## config.mk

```make
export PLATFORM = sky130hd
export DESIGN_NAME = servo_pwm_bank
export DESIGN_NICKNAME = d
export VERILOG_FILES = /design/src/rtl/servo_pwm_bank.sv
export SDC_FILE = /design/constraint.sdc
export NUM_CORES = 1
export LEC_CHECK = 0
export CORE_MARGIN = 2
export CORE_UTILIZATION = 62
export DETAILED_ROUTE_END_ITERATION = 8
export PLACE_DENSITY = 0.77
export SKIP_CTS_REPAIR_TIMING = 1
export SKIP_LAST_GASP = 1
export SYNTH_ARGS = -nofsm -noshare
export SYNTH_HDL_FRONTEND = slang
export SYNTH_SLANG_ARGS = --single-unit
export TNS_END_PERCENT = 5
```

## constraint.sdc

```tcl
create_clock -name clock_clk -period 4.1 [get_ports clock_clk]
set_clock_uncertainty 0.05 [all_clocks]
set_input_delay 0.82 -clock clock_clk [delete_from_list [all_inputs] [get_ports clock_clk]]
set_output_delay 0.82 -clock clock_clk [all_outputs]
set_load 0.05 [all_outputs]
```

## src/rtl/servo_pwm_bank.sv

```systemverilog
// servo_pwm_bank: NUM_CH servo PWM outputs sharing one frame counter.
// Targets are written at any cycle except the last of a frame. They are
// clamped to the legal servo range and move into the active width only
// at the frame boundary, optionally slew-limited. Enable is also sampled
// only at the boundary, so every pulse starts and ends on a frame grid.

// Per-channel slice: target/active width registers and the output flop.
module servo_pwm_ch #(
  parameter int CNT_W     = 32,
  parameter int MIN_PULSE = 100000,
  parameter int MAX_PULSE = 200000,
  parameter int NEUTRAL   = 150000,
  parameter int SLEW_STEP = 0
) (
  input  logic             clock_clk,
  input  logic             reset_low,
  input  logic             wr_en_i,
  input  logic [CNT_W-1:0] wr_pulse_i,
  input  logic             bnd_i,
  input  logic             en_d_i,
  input  logic [CNT_W-1:0] cnt_d_i,
  output logic             pwm_o,
  output logic             settled_o
);
  localparam logic [CNT_W-1:0] MIN_C  = CNT_W'(MIN_PULSE);
  localparam logic [CNT_W-1:0] MAX_C  = CNT_W'(MAX_PULSE);
  localparam logic [CNT_W-1:0] NEUT_C = CNT_W'(NEUTRAL);
  localparam logic [CNT_W-1:0] STEP_C = CNT_W'(SLEW_STEP);

  logic [CNT_W-1:0] tgt_q, tgt_d;
  logic [CNT_W-1:0] act_q, act_d;
  logic [CNT_W-1:0] diff;
  logic             pwm_q, pwm_d;

  // Clamp an accepted write into the legal range and latch it as target.
  always_comb begin
    tgt_d = tgt_q;
    if (wr_en_i) begin
      if (wr_pulse_i < MIN_C)      tgt_d = MIN_C;
      else if (wr_pulse_i > MAX_C) tgt_d = MAX_C;
      else                         tgt_d = wr_pulse_i;
    end
  end

  // At the boundary, step the active width toward the target; never overshoot.
  always_comb begin
    act_d = act_q;
    diff  = (tgt_q > act_q) ? (tgt_q - act_q) : (act_q - tgt_q);
    if (bnd_i) begin
      if (SLEW_STEP == 0 || diff <= STEP_C) act_d = tgt_q;
      else if (tgt_q > act_q)               act_d = act_q + STEP_C;
      else                                  act_d = act_q - STEP_C;
    end
  end

  // Output is computed from next-state values so it lines up with cnt.
  always_comb begin
    pwm_d = en_d_i && (cnt_d_i < act_d);
  end

  // Channel state registers.
  always_ff @(posedge clock_clk or negedge reset_low) begin
    if (!reset_low) begin
      tgt_q <= NEUT_C;
      act_q <= NEUT_C;
      pwm_q <= 1'b0;
    end else begin
      tgt_q <= tgt_d;
      act_q <= act_d;
      pwm_q <= pwm_d;
    end
  end

  assign pwm_o     = pwm_q;
  assign settled_o = (act_q == tgt_q);
endmodule

module servo_pwm_bank #(
  parameter int NUM_CH    = 4,
  parameter int CH_W      = 2,
  parameter int CNT_W     = 32,
  parameter int PERIOD    = 2000000,
  parameter int MIN_PULSE = 100000,
  parameter int MAX_PULSE = 200000,
  parameter int NEUTRAL   = 150000,
  parameter int SLEW_STEP = 0
) (
  input  logic              clock_clk,
  input  logic              reset_low,
  input  logic              enable,
  input  logic              wr_valid,
  output logic              wr_ready,
  input  logic [CH_W-1:0]   wr_ch,
  input  logic [CNT_W-1:0]  wr_pulse,
  output logic [NUM_CH-1:0] pwm_out,
  output logic              frame_start,
  output logic [NUM_CH-1:0] settled
);
  localparam logic [CNT_W-1:0] LAST_C = CNT_W'(PERIOD - 1);

  logic [CNT_W-1:0] cnt_q, cnt_d;
  logic             en_q, en_d;
  logic             bnd;
  logic             wr_fire;

  assign bnd      = (cnt_q == LAST_C);
  // Last cycle of a frame is reserved for the target->active transfer.
  assign wr_ready = ~bnd;
  assign wr_fire  = wr_valid & wr_ready;

  // Frame counter wraps at PERIOD; enable is only picked up at the wrap.
  always_comb begin
    cnt_d = bnd ? '0 : cnt_q + 1'b1;
    en_d  = bnd ? enable : en_q;
  end

  // Shared frame state.
  always_ff @(posedge clock_clk or negedge reset_low) begin
    if (!reset_low) begin
      cnt_q <= '0;
      en_q  <= 1'b0;
    end else begin
      cnt_q <= cnt_d;
      en_q  <= en_d;
    end
  end

  assign frame_start = (cnt_q == '0);

  // One slice per channel; an out-of-range wr_ch matches no slice and is dropped.
  for (genvar i = 0; i < NUM_CH; i++) begin : g_ch
    servo_pwm_ch #(
      .CNT_W     (CNT_W),
      .MIN_PULSE (MIN_PULSE),
      .MAX_PULSE (MAX_PULSE),
      .NEUTRAL   (NEUTRAL),
      .SLEW_STEP (SLEW_STEP)
    ) u_ch (
      .clock_clk  (clock_clk),
      .reset_low  (reset_low),
      .wr_en_i    (wr_fire && (wr_ch == CH_W'(i))),
      .wr_pulse_i (wr_pulse),
      .bnd_i      (bnd),
      .en_d_i     (en_d),
      .cnt_d_i    (cnt_d),
      .pwm_o      (pwm_out[i]),
      .settled_o  (settled[i])
    );
  end
endmodule

```

# == Yosys cells after proc, flatten, opt, wreduce, memory -nomap -nowiden ==
# Cells that the tools add are included.
# W data, S select, Z words.
# totals
register_bits,293
input_bits,38
word_cells,49
# op_classes
n_addsub,1
magnitude_cmp,6
eq_ne,8
muxes,8
bitwise,2
reduce_logical,10
# ops
operator,n
$mux W32,7
$eq A32 B32 Y1,4
$lt A32 B32 Y1,4
$add A32 B1 Y32 const B,1
$eq A32 B21 Y1 const B,1
$gt A32 B18 Y1 const B,1
$logic_not A32 Y1,1
$lt A32 B17 Y1 const B,1
$logic_and A1 B1 Y1,8
$eq A2 B2 Y1 const B,2
$eq A2 B1 Y1 const B,1
$logic_not A2 Y1,1
$and A1 B1 Y1,1
$mux W1,1
$not A1 Y1,1

# == Longest topological paths before layout ==
# depth
word_depth,4
ltp_mapped,19
ltp_nobuf,16

# == Modules after synthesis ==
# A second synthesis with hierarchy kept.
# unflattened
hier_cells,1558
hier_area_um2,16360.7
# modules_own_cells
module,n_inst,cells_each,area_per_inst_um2,seq_area_each_um2
servo_pwm_ch at g_ch[0].u_ch ...,3,351,3658.5,1646.6
servo_pwm_ch at g_ch[3].u_ch,1,329,3626.0,1646.6
servo_pwm_bank,1,176,1759.2,825.8

# == Least setup slack after synthesis ==
# Ideal clock, no wire load.
# synth_timing
kind,flip-flop to flip-flop
start,reg cnt_q[1]
end,reg g_ch[1].u_ch.pwm_q
setup_time_ps,77
arrival_ps,3562
path_slack_ps,410
stages_incl_launch_ff,20
path_buffers,3
period_less_slack_ps,3690
cell_sequence,dfrtp_1 > ha_1 > and4_1 > and4_1 > and3_1 > buf_4 > inv_2 > buf_4 > clkbuf_1 > nand2_1 > nand2_1 > inv_1 > ha_1 > a21o_1 > a21o_1 > a211oi_1 > o21ai_0 > o211ai_1 > nand4b_1 > a21oi_1
# synth_via
elab_chain_cells,4
elab_cells_between_ends,7
cone_classes,1 x add/sub; 1 x order compare; 1 x eq/ne; 3 x mux; 1 x reduce/logical
# synth_lines
item,line,rtl
from (decl),101,"logic [CNT_W-1:0] cnt_q, cnt_d;"
from (signal assigned),123,cnt_q <= cnt_d;
$eq A32 B21 Y1,106,assign bnd = (cnt_q == LAST_C);
$mux W32,49,if (bnd_i) begin
net g_ch[1].u_ch.act_d[9],31,"logic [CNT_W-1:0] act_q, act_d;"
$lt A32 B32 Y1,58,pwm_d = en_d_i && (cnt_d_i < act_d);
$logic_and A1 B1 Y1,58,
net g_ch[1].u_ch.pwm_d,33,"logic pwm_q, pwm_d;"
to (signal assigned),70,pwm_q <= pwm_d;
to (decl),33,
# The timed path passes the listed nets, and every way through them passes these cells.
# A chain may end at the register's enable or synchronous reset.

# == Worst setup path after layout ==
# layout_timing
start,reg cnt_q[1]
end,out wr_ready
# layout_via
elab_chain_cells,2
# layout_lines
item,line,rtl
$eq A32 B21 Y1,106,
$not A1 Y1,108,assign wr_ready = ~bnd;
to (decl),92,"output logic wr_ready,"
# No other way between the ends.

==> metrics.csv <==
metric,value,unit
status,"complete, no violations",
fill_cells,1851,
crit_type,flip-flop to output pin,
synth.avg_cell_area,10.4,sq um
power,5.87,mW
cp.required,3.23,ns
synth-adder-area-share,9.93,%
multiInputGateArea,7410,sq um
cts_tree,yes,
ys_seq_area_share,47.4,%
yosys.area_share.simple,14.2,%
critPathSlowestCell,and3_4,
ys_seq_elements,293,
tritoncts.num_buffers,31,
cp_cell_sequence,ha_1 > and4_1 > and4_1 > and3_4 > inv_2 > buf_12 > buf_4 > buf_4 > buf_12,
swShare,21.6,%
timing.max_cap.violations,0,
p_int,4.60,mW
core_area,25000,sq um
seqCellArea,7410,sq um
nNetsFinal,1741,
overflow,0,
ios,48,
p_leak,9.43,nW
grt_pass1_wl,63.8,mm
initial_utilization,62.6,%
fmax,0.253,GHz
vdd_drop_max,0.316,mV
drc,0,
synth_top_family_by_area,simple AND/OR/NAND/NOR gates,
critPathTopFamily,buffers and inverters,
drt_first_pass_iters,5,
synth.distinct_cells,56,
fp.dieArea,26500,sq um
final-setup-viol-count,0,
first_iter_violations,946,
vias_per_cell,5.82,
routedWlPerCell,21.2,um
synthMuxAreaShare,7.08,%
met2_usage,49.0,%
synth_area_leaders,"dfrtp_1, dfstp_2, ha_1",
preCtsSetupSlack,0.180,ns
yosys.area.top_type,dfrtp_1,
port_buffers,47,
whs,0.250,ns
clk_pin_slew,0.06,ns
place_inst,1876,
clkPwrFrac,46.7,%
synth_xor_area_share,8.91,%
htreeDepth,1,
synth_ff_type,dfrtp_1,
synth_common_cells,"dfrtp_1, nand2_1, inv_1, xor2_1, ha_1",
reg2reg_slack,0.19,ns
grt_util_met1,44.2,%
netlist.area_leader.share,36.7,%
dpl.hpwl,29.6,mm
grt_use_total,32.2,%
diodes,0,
grt_max_degree,103,
clock-sinks,293,
cts_buffer_depth,3,
busiest_layer,met2,
drive_gt1_share,12.0,%
fp.dieH,163,um
hold_viol,0,
grt_antenna_before_repair,2,
rsz0062_at_grt,true,
wirelength,40.9,mm
cp_data_arrival_time,3.08,ns
fin_util,70.8,%
synth_compound_area_share,7.23,%
critPathBufInv,5,
worstMarginPinSlew,1.13,ns
gp_congestion,0.926,
grt_pass1_vias,11300,
rows,58,
fin_ws,0.149,ns
synth-edff-count,0,
fin_crit,3.95,ns
cts_root_buffer,clkbuf_16,
netlist_area,15600,sq um
slew_headroom,24.5,%
synth.most_common_cell,dfrtp_1,
powerDensity,332,nW/um^2
post-route-period-util,96.4,%
hp-class,primary input to asynchronous set/reset pin,
syn_inst,1503,
seqPwrFrac,50.2,%
vias,11200,
use_met3,8.63,%
die_w,163,um
ant_nets,0,
maxSlewViolCount,0,
clock_latency,0.57,ns
yosys_warnings,0,
slowest_delay,0.43,ns
critPathCaptureType,output pin,
synthArstFlopShare,100,%
synth_fp_nets,1665,
pwr-share-comb,3.1,%
switchingPower,1.27,mW
stdcell_count,1933,
critPathLaunchType,flip-flop,
cp_max_fo,30,
area_delta_synth_final,13.1,%
## per-layer routing
metal | up-vias | routed length, um
met5 | - | 27
met4 | 4 | 1800
met3 | 108 | 3430
met2 | 372 | 18000
met1 | 5478 | 17700
li1 | 5283 | -
## worst register-to-register path, delay by kind of cell, from the launching register on
kind / cells / cell delay, ns
buffers and inverters: 4 / 0.72
adder cells (fa/ha/maj): 2 / 0.45
flip-flops: 1 / 0.38
AND/OR/NAND/NOR: 6 / 1.29
AO/OA/AOI/OAI: 6 / 0.95
## state kept, by name (all words and copies together), names as in the netlist
register	count
cnt_q	32
g_ch.u_ch.act_q	128
en_q	1
g_ch.u_ch.pwm_o	4
g_ch.u_ch.tgt_q	128
## kinds of logic (layout without fill, tap and decap cells)
logic type      Yosys count  in the layout
compound gates          185            185
xor+xnor                159            159
fa+ha+maj               124            124
buf+inv                 195            295
flops                   293            293
mux                     109            109
simple gates            438            438
## cells in the final DEF, fill, tap and decap left out, drive strengths merged, types with 5 or more instances in the layout
master,netlist,final
a21o,27,27
nand3,34,34
xnor2,18,18
ha,124,124
and3,5,5
nor2b,20,20
nand4,42,42
o211ai,8,8
xor2,141,141
mux2,12,12
a211oi,6,6
and4,10,10
nand2,159,159
nor2,54,54
buf,37,50
o21ai,76,76
clkdlybuf4s50,0,45
nor4,45,45
a21oi,54,54
and2,45,45
dfstp,64,64
mux2i,97,97
clkinv,0,8
nor3,11,11
dfrtp,229,229
inv,143,143
clkbuf,15,48
## layout make-up
type	count	share of cell area, %
clock buffer	48	5.26
clock inverter	9	0.418
tap	330	2.34
inverter	143	3.04
multi-input combinational	1015	41.9
sequential	293	41.9
timing repair buffer	95	5.07
## power groups by stage
stage | combinational (mW) | clock [mW] | sequential (mW)
2_1_floorplan | 0.0613 | 0 | 2.99
3_3_place_gp | 0.185 | 0 | 2.99
3_5_place_dp | 0.187 | 0 | 2.99
4_1_cts | 0.188 | 2.76 | 2.94
5_1_grt | 0.206 | 2.91 | 2.94
6_report | 0.183 | 2.74 | 2.94
## per-stage QoR
| step | setup TNS [ns] | cell area [sq um] |
|---|---|---|
| after global routing | -0.0270 | 17700 |
| after floorplan | 0 | 15600 |
| after global placement | 0 | 16700 |
| after CTS | 0 | 17700 |
| after detailed placement | 0 | 16700 |
| final | 0 | 17700 |
## final timing paths
check / startpoint / endpoint / cells after the start
setup / recovery: cnt_q[1]$_DFF_PN0_ / wr_ready / 9
hold / removal: reset_low / g_ch[1].u_ch.act_q[1]$_DFF_PN0_ / 1
setup reg to reg: cnt_q[1]$_DFF_PN0_ / g_ch[1].u_ch.pwm_o$_DFF_PN0_ / 18
hold reg to reg: g_ch[1].u_ch.act_q[5]$_DFF_PN1_ / g_ch[1].u_ch.act_q[5]$_DFF_PN1_ / 2
max in group asynchronous: reset_low / g_ch[0].u_ch.act_q[5]$_DFF_PN1_ / 2
min in group clock_clk: g_ch[1].u_ch.act_q[5]$_DFF_PN1_ / g_ch[1].u_ch.act_q[5]$_DFF_PN1_ / 2
(Power assumes the default switching activity.)
